==> config.mk <==
export PLATFORM = sky130hd
export DESIGN_NAME = stream_demux
export DESIGN_NICKNAME = d
export VERILOG_FILES = /design/src/rtl/stream_demux_pkg.sv /design/src/rtl/stream_demux_buf2.sv /design/src/rtl/stream_demux.sv
export SDC_FILE = /design/constraint.sdc
export NUM_CORES = 1
export LEC_CHECK = 0
export ABC_AREA = 1
export BUFFER_PORTS_ARGS = -buffer_cell sky130_fd_sc_hd__buf_2
export CAP_MARGIN = 40
export CORE_MARGIN = 1
export CORE_UTILIZATION = 40
export DETAILED_ROUTE_END_ITERATION = 12
export HOLD_SLACK_MARGIN = 0.05
export PLACE_DENSITY = 0.67
export RECOVER_POWER = 25
export SLEW_MARGIN = 5
export SYNTH_ARGS = -nofsm -noshare
export SYNTH_HDL_FRONTEND = slang
export SYNTH_SLANG_ARGS = --single-unit
==> constraint.sdc <==
create_clock -name clk -period 3.1 [get_ports clk]
set_input_delay 0.62 -clock clk [delete_from_list [all_inputs] [get_ports clk]]
set_output_delay 0.62 -clock clk [all_outputs]
set_load 0.01 [all_outputs]
==> src/rtl/stream_demux_pkg.sv <==
// Shared defaults, occupancy encoding and helpers for the stream_demux slice.
package stream_demux_pkg;

  localparam int DEF_DW     = 32;
  localparam int DEF_NOUT   = 4;
  localparam int DEF_DEST_W = 3;

  localparam int                DROP_W   = 16;
  localparam logic [DROP_W-1:0] DROP_MAX = 16'hFFFF;

  typedef enum logic [1:0] {
    CNT_EMPTY = 2'd0,
    CNT_ONE   = 2'd1,
    CNT_FULL  = 2'd2
  } buf_cnt_e;

  function automatic int clog2(input int value);
    int r;
    r = 0;
    for (int i = 0; i < 31; i++) begin
      if ((32'd1 << i) < value) begin
        r = i + 1;
      end
    end
    return r;
  endfunction

  // The destination field occupies the most significant bits of a beat.
  function automatic int dest_lsb(input int dw, input int dest_w);
    return dw - dest_w;
  endfunction

endpackage

==> src/rtl/stream_demux_buf2.sv <==
// Two-entry elastic buffer: registered input ack and a registered head, so
// there is no combinational path between the push and pop sides.
module stream_demux_buf2
  import stream_demux_pkg::*;
#(
  parameter int DW = DEF_DW
) (
  input  logic          clk,
  input  logic          reset_n,
  input  logic [DW-1:0] push_dat,
  input  logic          push_req,
  output logic          push_ack,
  input  logic          pop,
  output logic [DW-1:0] head_dat,
  output logic          head_vld
);

  buf_cnt_e      cnt_r;
  buf_cnt_e      cnt_nxt_s;
  logic          wp_r;
  logic          rp_r;
  logic          ack_r;
  logic [DW-1:0] slot_r [2];
  logic          push_s;
  logic          pop_s;

  assign push_s = push_req && ack_r;
  assign pop_s  = pop && (cnt_r != CNT_EMPTY);

  // Occupancy next-state from push/pop.
  always_comb begin
    cnt_nxt_s = cnt_r;
    case (cnt_r)
      CNT_EMPTY: begin
        if (push_s) cnt_nxt_s = CNT_ONE;
        else        cnt_nxt_s = CNT_EMPTY;
      end
      CNT_ONE: begin
        if (push_s && !pop_s)      cnt_nxt_s = CNT_FULL;
        else if (!push_s && pop_s) cnt_nxt_s = CNT_EMPTY;
        else                       cnt_nxt_s = CNT_ONE;
      end
      CNT_FULL: begin
        if (pop_s) cnt_nxt_s = CNT_ONE;
        else       cnt_nxt_s = CNT_FULL;
      end
      default: cnt_nxt_s = CNT_EMPTY;
    endcase
  end

  // Count, pointers and ack; ack is decoded from the next count so it is registered.
  always_ff @(posedge clk or negedge reset_n) begin
    if (!reset_n) begin
      cnt_r <= CNT_EMPTY;
      wp_r  <= 1'b0;
      rp_r  <= 1'b0;
      ack_r <= 1'b0;
    end else begin
      cnt_r <= cnt_nxt_s;
      ack_r <= (cnt_nxt_s != CNT_FULL);
      if (push_s) wp_r <= ~wp_r;
      if (pop_s)  rp_r <= ~rp_r;
    end
  end

  // Beat storage; contents are meaningless while the count says empty.
  always_ff @(posedge clk) begin
    if (push_s) slot_r[wp_r] <= push_dat;
  end

  assign push_ack = ack_r;
  assign head_dat = slot_r[rp_r];
  assign head_vld = (cnt_r != CNT_EMPTY);

endmodule

==> src/rtl/stream_demux.sv <==
// 1-to-NOUT req/ack stream router: steers each beat to the port named by its
// top DEST_W bits, in order, dropping beats whose destination does not exist.
module stream_demux
  import stream_demux_pkg::*;
#(
  parameter int DW     = DEF_DW,
  parameter int NOUT   = DEF_NOUT,
  parameter int DEST_W = DEF_DEST_W
) (
  input  logic               clk,
  input  logic               reset_n,
  input  logic [DW-1:0]      t_0_dat,
  input  logic               t_0_req,
  output logic               t_0_ack,
  output logic [NOUT*DW-1:0] i_dat,
  output logic [NOUT-1:0]    i_req,
  input  logic [NOUT-1:0]    i_ack,
  output logic [15:0]        drop_cnt
);

  localparam int DEST_LSB = dest_lsb(DW, DEST_W);

  logic [DW-1:0]     head_dat_s;
  logic              head_vld_s;
  logic [DEST_W-1:0] hd_s;
  logic              dest_ok_s;
  logic              drop_s;
  logic              pop_s;
  logic [NOUT-1:0]   req_s;
  logic [DROP_W-1:0] drop_cnt_r;

  stream_demux_buf2 #(
    .DW(DW)
  ) u_buf (
    .clk      (clk),
    .reset_n  (reset_n),
    .push_dat (t_0_dat),
    .push_req (t_0_req),
    .push_ack (t_0_ack),
    .pop      (pop_s),
    .head_dat (head_dat_s),
    .head_vld (head_vld_s)
  );

  assign hd_s      = head_dat_s[DEST_LSB +: DEST_W];
  assign dest_ok_s = (int'(hd_s) < NOUT);

  // One-hot request towards the head's destination; acks on other ports are ignored.
  always_comb begin
    req_s = '0;
    for (int k = 0; k < NOUT; k++) begin
      if (head_vld_s && (int'(hd_s) == k)) req_s[k] = 1'b1;
      else                                 req_s[k] = 1'b0;
    end
  end

  assign drop_s = head_vld_s && !dest_ok_s;
  assign pop_s  = drop_s || (|(req_s & i_ack));

  // Every lane carries the head beat; consumers qualify it with their own i_req bit.
  always_comb begin
    i_dat = '0;
    for (int k = 0; k < NOUT; k++) begin
      i_dat[k*DW +: DW] = head_dat_s;
    end
  end

  // Saturating count of beats discarded for an out-of-range destination.
  always_ff @(posedge clk or negedge reset_n) begin
    if (!reset_n) begin
      drop_cnt_r <= 16'd0;
    end else if (drop_s && (drop_cnt_r != DROP_MAX)) begin
      drop_cnt_r <= drop_cnt_r + 16'd1;
    end else begin
      drop_cnt_r <= drop_cnt_r;
    end
  end

  assign i_req    = req_s;
  assign drop_cnt = drop_cnt_r;

endmodule

==> results_dict.tcl <==
set metrics [dict create \
    dr.first_iter.drc_count 95 \
    wl_met2_um 4500 \
    die-area_um2 11100 \
    critPathMaxFanout 33 \
    die_x_um 105 \
    setup_viol 0 \
    leakagePower_uw 0.00234 \
    timing.final.crit_share 0.856 \
    path_clk_slew_ns 0.09 \
    worst_slew_pin_slew_ns 1.11 \
    grt_use_total 0.153 \
    wire_per_inst_um 12.8 \
    end_kind "primary output" \
    nets 559 \
    portBuffers 187 \
    status "finished, final reports clean" \
    die_h_um 105 \
    synth_top_area_share 0.450 \
    synth.cell_area_um2 4270 \
    postCtsHoldBufs 0 \
    final_common_cell "buf_2" \
    slew_headroom 0.258 \
    path_class "register to primary output" \
    peakVddDrop_mv 0.377 \
    cts_tree "yes" \
    grt_pass1_vias 2639 \
    cp-start-kind "register" \
    p_per_area_nw_per_um2 988 \
    antenna_cells 0 \
    ys_seq_elements 85 \
    hold_violations 0 \
    cap_violations 0 \
    root_buffer "clkbuf_8" \
    ant_nets 0 \
    yosysUniqueCellTypes 27 \
    cts_sinks 85 \
    dp_hpwl_um 6090 \
    post_cts_resized 0 \
    min_period_ns 2.65 \
    num_vias 2932 \
    required_ns 2.48 \
    gp_congestion 0.834 \
    io_pins 188 \
    drive_gt1_frac 0.401 \
    first_pass_iters 4 \
    layout_common_cells "buf_2, nand2_1, edfxtp_1" \
    yosysWarnings 0 \
    skew_ns 0.0107 \
    avgSynthCellArea_um2 10.2 \
    drcViolationCount 0 \
    hold_class "primary input to async pin" \
    grt_max_degree 35 \
    syn-num-nets 461 \
    cts_made_buffers 9 \
    p_total_uw 4790 \
    h-tree-depth 3 \
    slew_violations 0 \
    setup_tns_ns 0 \
    design.core.area_um2 10300 \
    dr.max_layer_used "met4" \
    rows 37 \
    utilization 0.469 \
    m1WireLength_um 3320 \
    syn_inst 421 \
    syn_to_final_growth_pct 13.3 \
    worstSkewPairLatency_ns 0.35 \
    routed_wl_um 8430 \
    rsz0062_at_grt "false" \
    max_freq_ghz 0.377 \
    seq_area_frac_synth 0.573 \
    antenna_found_initial 0 \
    clock_path_buffers 2 \
    ys_top_cells_by_area "edfxtp_1, buf_4, dfrtp_1, nand2_1, xor2_1" \
    start_util 0.414 \
    grt_pass1_wl_um 13100 \
    dr_wl_met3_um 434 \
    grt_overflow 0 \
    cts_setup_buffers 0 \
    viasPerCell 4.44 \
    worst-endpoint-arrival_ns 2.03 \
    synth_top_cell_by_area "edfxtp_1" \
]
## final timing paths
check / startpoint / to / slack, ns / cells past startpoint
max reg2reg: u_buf.rp_r$_DFFE_PN0P_ / drop_cnt[6]$_DFFE_PN0P_ / 1.06 / 8
max: u_buf.rp_r$_DFFE_PN0P_ / i_req[0] / 0.45 / 7
min reg2reg: drop_cnt[12]$_DFFE_PN0P_ / drop_cnt[12]$_DFFE_PN0P_ / 0.54 / 1
min in group clk: t_0_dat[28] / u_buf.slot_r[0][28]$_DFFE_PP_ / 0.45 / 1
max in group asynchronous: reset_n / drop_cnt[6]$_DFFE_PN0P_ / 1.97 / 1
min: reset_n / drop_cnt[9]$_DFFE_PN0P_ / 0.45 / 1
## cell families (layout without fill, tap and decap cells)
logic type / count (synthesis) / in the layout / share of synthesized area
and+or+nand+nor: 182 / 182 / 0.173
buffers and inverters: 128 / 231 / 0.200
DFF: 85 / 85 / 0.573
xor gates and xnor gates: 16 / 16 / 0.0328
AOI/OAI and AO/OA: 9 / 9 / 0.0181
adders and majority gates: 1 / 1 / 0.00293
## flip-flops by register name, indices dropped and copies added, names as in the netlist
register / cells
u_buf.push_ack: 1
u_buf.slot_r: 64
u_buf.rp_r: 1
u_buf.cnt_r: 2
drop_cnt: 16
u_buf.wp_r: 1
## where the power goes
group / total, µW / internal (µW) / switching (µW)
clock: 781 / 375 / 405
combinational: 2420 / 858 / 1560
sequential: 1590 / 1490 / 96.8
## cell type report
| type | instances | area, µm² |
|---|---|---|
| Fill cell | 963 | 5480 |
| Clock inverter | 7 | 72.6 |
| Tap cell | 136 | 170 |
| Multi-Input combinational cell | 208 | 986 |
| Sequential cell | 85 | 2450 |
| Clock buffer | 9 | 124 |
| Timing Repair Buffer | 191 | 950 |
| Inverter | 24 | 93.8 |
## Yosys cell counts
cell	n
inv_1	22
nand2_2	5
xor2_1	12
buf_6	1
nand3_1	9
o21bai_4	1
nor2_1	23
xnor2_1	4
a21oi_1	1
dfrtp_1	21
clkbuf_1	6
o21ai_2	5
or2_4	1
nand2_1	131
nor3_1	5
and2_1	1
nand4_1	3
o21ai_0	2
nor2_2	1
ha_1	1
nor4_1	1
inv_4	1
buf_4	97
nand3b_1	1
nor3b_1	1
clkinv_2	1
edfxtp_1	64
## layer usage
layer,GRT usage,vias up
met4,0.0734,0
met1,0.171,1347
met5,0,-
li1,-,1442
met2,0.281,123
met3,0.0266,20
## worst max-delay path: stages, from the launching register on
cell and delay, ns:
dfrtp_1 0.37, clkinv_2 0.40, nand2_1 0.17, nand2_1 0.18, nor2_1 0.24, inv_1 0.08, nor2_1 0.10, buf_2 0.14
## metrics by stage
stage | hold slack (ns) | setup WS (ns) | area [µm²] | std cells
3_3_place_gp | 0.528 | 0.891 | 4660 | 644
3_5_place_dp | 0.533 | 0.812 | 4660 | 644
6_report | 0.452 | 0.447 | 4840 | 660
5_1_grt | 0.433 | 0.217 | 4840 | 660
2_1_floorplan | 0.324 | 0.594 | 4270 | 421
4_1_cts | 0.208 | 0.397 | 4860 | 660
No activity file was read; power rests on OpenSTA's default activity.
